## src/rtl/tdm_pkg.sv

```systemverilog
// Shared types and constants for the three-slot TDM receive path.
package tdm_pkg;

  localparam int NUM_SLOTS = 3;

  typedef enum logic {
    HUNT = 1'b0,
    RECV = 1'b1
  } state_t;

endpackage

```

## src/rtl/tdm_frame_counter.sv

```systemverilog
// Bit-position counter within a TDM frame: 0..NUM_SLOTS*WIDTH-1, wrapping.
module tdm_frame_counter
  import tdm_pkg::*;
#(
  parameter int WIDTH = 8,
  localparam int N  = NUM_SLOTS * WIDTH,
  localparam int IW = $clog2(N)
) (
  input  logic          clk,
  input  logic          rst_n,
  input  logic          clear,
  input  logic          load1,
  input  logic          inc,
  output logic [IW-1:0] idx,
  output logic          is_first,
  output logic          is_last
);

  assign is_first = (idx == '0);
  assign is_last  = (idx == IW'(N - 1));

  // clear beats load1 beats inc; inc wraps from the last bit back to 0
  always_ff @(posedge clk or negedge rst_n) begin
    if (!rst_n)      idx <= '0;
    else if (clear)  idx <= '0;
    else if (load1)  idx <= IW'(1);
    else if (inc)    idx <= is_last ? '0 : idx + 1'b1;
  end

endmodule

```

## src/rtl/tdm_demux3.sv

```systemverilog
// Three-channel TDM receiver: frame alignment FSM, serial-to-parallel
// assembly and per-slot output registers.
module tdm_demux3
  import tdm_pkg::*;
#(
  parameter int WIDTH = 8
) (
  input  logic             clk,
  input  logic             rst_n,
  input  logic             sync,
  input  logic             din,
  output logic [WIDTH-1:0] q0,
  output logic [WIDTH-1:0] q1,
  output logic [WIDTH-1:0] q2,
  output logic             frame_valid,
  output logic             locked,
  output logic             sync_err
);

  localparam int N  = NUM_SLOTS * WIDTH;
  localparam int IW = $clog2(N);

  state_t                              state, state_nxt;
  logic   [IW-1:0]                     idx;
  logic                                is_first, is_last;
  logic                                cnt_clear, cnt_load1, cnt_inc;
  logic                                shift_en, frame_done, err_nxt;
  logic   [N-2:0]                      sr;
  logic   [N-1:0]                      frame;
  logic   [NUM_SLOTS-1:0][WIDTH-1:0]   q_r;

  tdm_frame_counter #(.WIDTH(WIDTH)) u_cnt (
    .clk      (clk),
    .rst_n    (rst_n),
    .clear    (cnt_clear),
    .load1    (cnt_load1),
    .inc      (cnt_inc),
    .idx      (idx),
    .is_first (is_first),
    .is_last  (is_last)
  );

  // Bit 0 lands in the MSB of the assembled frame, so slot 0 is the top word.
  assign frame = {sr, din};

  // Alignment decisions for the bit sampled this cycle
  always_comb begin
    state_nxt  = state;
    cnt_clear  = 1'b0;
    cnt_load1  = 1'b0;
    cnt_inc    = 1'b0;
    shift_en   = 1'b0;
    frame_done = 1'b0;
    err_nxt    = 1'b0;
    case (state)
      HUNT: begin
        if (sync) begin
          shift_en  = 1'b1;
          cnt_load1 = 1'b1;
          state_nxt = RECV;
        end
      end
      RECV: begin
        if (is_first) begin
          if (sync) begin
            shift_en  = 1'b1;
            cnt_load1 = 1'b1;
          end else begin
            // expected frame start did not come: drop the bit and re-hunt
            err_nxt   = 1'b1;
            cnt_clear = 1'b1;
            state_nxt = HUNT;
          end
        end else if (sync) begin
          // early sync restarts the frame on this very bit
          err_nxt   = 1'b1;
          shift_en  = 1'b1;
          cnt_load1 = 1'b1;
        end else begin
          shift_en   = 1'b1;
          cnt_inc    = 1'b1;
          frame_done = is_last;
        end
      end
      default: state_nxt = HUNT;
    endcase
  end

  // FSM state register
  always_ff @(posedge clk or negedge rst_n) begin
    if (!rst_n) state <= HUNT;
    else        state <= state_nxt;
  end

  // Serial assembly of bits 0..N-2; the final bit is taken straight from din
  always_ff @(posedge clk or negedge rst_n) begin
    if (!rst_n)        sr <= '0;
    else if (shift_en) sr <= {sr[N-3:0], din};
  end

  // Status pulses and lock flag
  always_ff @(posedge clk or negedge rst_n) begin
    if (!rst_n) begin
      frame_valid <= 1'b0;
      sync_err    <= 1'b0;
      locked      <= 1'b0;
    end else begin
      frame_valid <= frame_done;
      sync_err    <= err_nxt;
      if (err_nxt)         locked <= 1'b0;
      else if (frame_done) locked <= 1'b1;
    end
  end

  for (genvar s = 0; s < NUM_SLOTS; s++) begin : g_slot
    // Per-slot output word, reloaded only on a completed frame
    always_ff @(posedge clk or negedge rst_n) begin
      if (!rst_n)          q_r[s] <= '0;
      else if (frame_done) q_r[s] <= frame[N-1-s*WIDTH -: WIDTH];
    end
  end

  assign q0 = q_r[0];
  assign q1 = q_r[1];
  assign q2 = q_r[2];

endmodule
```

## config.mk

```make
export PLATFORM = sky130hd
export DESIGN_NAME = tdm_demux3
export DESIGN_NICKNAME = d
export VERILOG_FILES = /design/src/rtl/tdm_pkg.sv /design/src/rtl/tdm_frame_counter.sv /design/src/rtl/tdm_demux3.sv
export SDC_FILE = /design/constraint.sdc
export NUM_CORES = 1
export LEC_CHECK = 0
export ABC_CLOCK_PERIOD_IN_PS = 5950
export BUFFER_PORTS_ARGS = -buffer_cell sky130_fd_sc_hd__clkbuf_2
export CORE_MARGIN = 2
export CORE_UTILIZATION = 58
export CTS_CLUSTER_DIAMETER = 120
export DETAILED_ROUTE_END_ITERATION = 8
export PLACE_DENSITY = 0.88
export SETUP_SLACK_MARGIN = 0.02
export SKIP_LAST_GASP = 1
export SYNTH_ARGS = -nofsm -noshare
export SYNTH_HDL_FRONTEND = slang
export SYNTH_SLANG_ARGS = --single-unit
```

## constraint.sdc

```tcl
create_clock -name clk -period 5.95 [get_ports clk]
set_clock_uncertainty 0.15 [all_clocks]
set_input_delay 1.19 -clock clk [delete_from_list [all_inputs] [get_ports clk]]
set_output_delay 1.19 -clock clk [all_outputs]
set_load 0.01 [all_outputs]
```

==> metrics <==
die width=67.28 um; worst hold slack=around 370 ps; top cell type's share of synthesized area=0.6034; Slew headroom=0.1575; reg2reg path depth=7; drt wl/cell=between 15 and 20 um; core area=approximately 3700 um2; Seq cells post-synth=56; Final #Nets=184; Pre-antenna DRT Iters=4; CTS tree=yes; R2R Setup Slk=roughly 3100 ps; worst flop-to-flop path endpoint=sr[17]; layout cells sized above 1=0.5056; Switching Fraction=0.3004; clk slew on worst S/H paths=100 ps; crit path from=sync; Cells after Synth=about 140; Initial Utilization=0.6203; worst path cell trace=clkbuf_2 > inv_1 > ha_1 > nand2_1 > a21boi_2 > mux2_2; CTS Root Cell=clkbuf_8; leak pwr=0.001306 uW; Final min period=3206 ps; Post-CTS Setup Inserts=0; # fillers=275; fmax=311.9 MHz; clk_lat worst skew=310 ps; CTS resizes=0; setup violators final=0; clock sink count=56; min-delay worst type=flip-flop to flip-flop; Seq/Total Area, Yosys=0.6034; RSZ-0062 raised after global routing=no; Setup TNS=0 ps; FP Rows=22; Yosys top cell by area=dfrtp_1; hold_sp=locked; syn avg cell area=16.13 um2; global-route wire length before repair=6534 um; antenna fix cells=0; clock share of power=0.230; CTS Buf Count=5; synthesized cell area=roughly 2300 um2; Crit path buffers/inverters=2; Final Hold Vio Count=0; total number of yosys warnings=0; Worst Hold Path EP=locked; I/O pin cnt=31; Total GRT Usage=0.2012; DRT iter0 DRCs=63; Post-synth EDFFs=0; initial antenna violation count=0; VDD IR-drop max=296.8 uV; Port Buf Inserts=30; largest net degree at the start of global routing=57; Detail Route Antenna Nets=0; Routed Wire Length=3839 um; Final Max Tran Viols=0; outcome=finished, final reports clean; CTS Hold Bufs=0; Die ar.=4526 um2; critical path peak fanout=24; Seq pwr share=0.523; Residual DRC=0; critical path class=input pin to flip-flop; Combinational Power Share=0.247; Cell Pwr Density=412.9 nW/um2; Synth Flop Type=dfrtp_1; post-DP HPWL=2535 um; H-tree Lvls=2; Unique masters post-synth=30; Synth async-reset ratio=1.000; Worst R2R Start=u_cnt.idx[0]; total grt overflow=0; clk buf depth=2; CP required=~6000 ps; most frequent cell after synthesis=dfrtp_1; Psw=approximately 320 uW; worst hold path stage count=1; max-cap violation count=0; vias in the first global route=around 1400; top post-synthesis cells by area=dfrtp_1, mux2_2, mux2_4, buf_12, ha_1; synth cell count leaders=dfrtp_1, mux2_2, mux2_4; final period utilization=0.5389; Worst Max-Slew Pin Slew=1256 ps; delay-heaviest family, CP=compound AO/OA/AOI/OAI gates; RePlAce Congestion=0.8868; syn nets=about 150; critical path capture point type=flip-flop; Vias/cell=5.633; layout overhead on the synthesized area=11.53%; Critical Path Source Type=input pin; crit path DAT=3260 ps; P_int=about 750 uW; die height=67.28 um; max incr delay on CP=950 ps; CP max-delay cell=a21boi_2; vias post-DR=1273
[placed cells by master, fill, tap and decap left out, types with 3 or more instances in the layout]
master	Yosys	final
dfrtp_1	56	56
clkbuf_2	0	30
mux2_2	28	28
mux2_4	18	18
clkbuf_8	0	5
inv_1	3	3
nor2_1	3	3
nand2_1	3	3
o21ai_0	3	3
a21oi_1	3	3
ha_1	3	3
[power by group through the flow]
| stage | clock (uW) | combinational, uW | sequential, uW |
|---|---|---|---|
| 3_5_place_dp | 0 | 262 | 568 |
| 6_report | 246 | 264 | 559 |
| 2_1_floorplan | 0 | 221 | 536 |
| 3_3_place_gp | 0 | 239 | 561 |
| 4_1_cts | 249 | 268 | 560 |
| 5_1_grt | 267 | 290 | 574 |
[registers in the layout, indices dropped and copies added, names as in the netlist]
register and flops:
q0 8, u_cnt.idx 5, sr 23, q2 8
locked 1, sync_err 1, q1 8, frame_valid 1
state 1
[layer usage]
layer | share of wire | up-vias | wire length [um] | track usage
li1 | - | 575 | - | -
met1 | 0.41 | 660 | 1583 | 0.2471
met2 | 0.52 | 29 | 1995 | 0.3156
met3 | 0.048 | 9 | 183 | 0.07333
met4 | 0.020 | 0 | 78 | 0.09949
met5 | 0 | - | 0 | 0
[logic make-up after synthesis]
logic type | synth area share
DFF | 0.6034
muxes | 0.2613
and+or+nand+nor | 0.04742
AOI/OAI and AO/OA | 0.03556
buffers and inverters | 0.03610
adders and majority gates | 0.01617
[how the worst max path moves through the flow]
stage	end	slack (ps)	cells after the start
4_1_cts	sr[17]	2760	6
5_1_grt	sr[17]	2610	6
3_5_place_dp	sr[20]	2480	6
6_report	sr[17]	2740	6
2_1_floorplan	sr[10]	3160	7
3_3_place_gp	sr[12]	2610	6
[metrics by stage]
stage               cells  power [uW]  area, um2    util  setup slack, ps
finish                226        1069       2590  0.6918             2744
CTS                   226        1077       2590  0.6918             2758
floorplan             144       757.3       2322       -             3158
detailed placement    218       829.6       2479  0.6621             2476
global placement      218       800.1       2479  0.6621             2605
global route          226        1131       2590  0.6918             2612
[cell type report]
| type | count | area, um2 | area share |
|---|---|---|---|
| inverters | 4 | 15.01 | 0.005797 |
| multi-input cells | 78 | 837.1 | 0.3232 |
| flip-flops and latches | 56 | 1401 | 0.5411 |
| clock inverters | 3 | 42.54 | 0.01643 |
| well taps | 48 | 60.06 | 0.02319 |
| clock buffers | 5 | 68.82 | 0.02657 |
| repair buffers | 32 | 165.2 | 0.06377 |
Note: power is estimated with default switching activity, not from simulation.
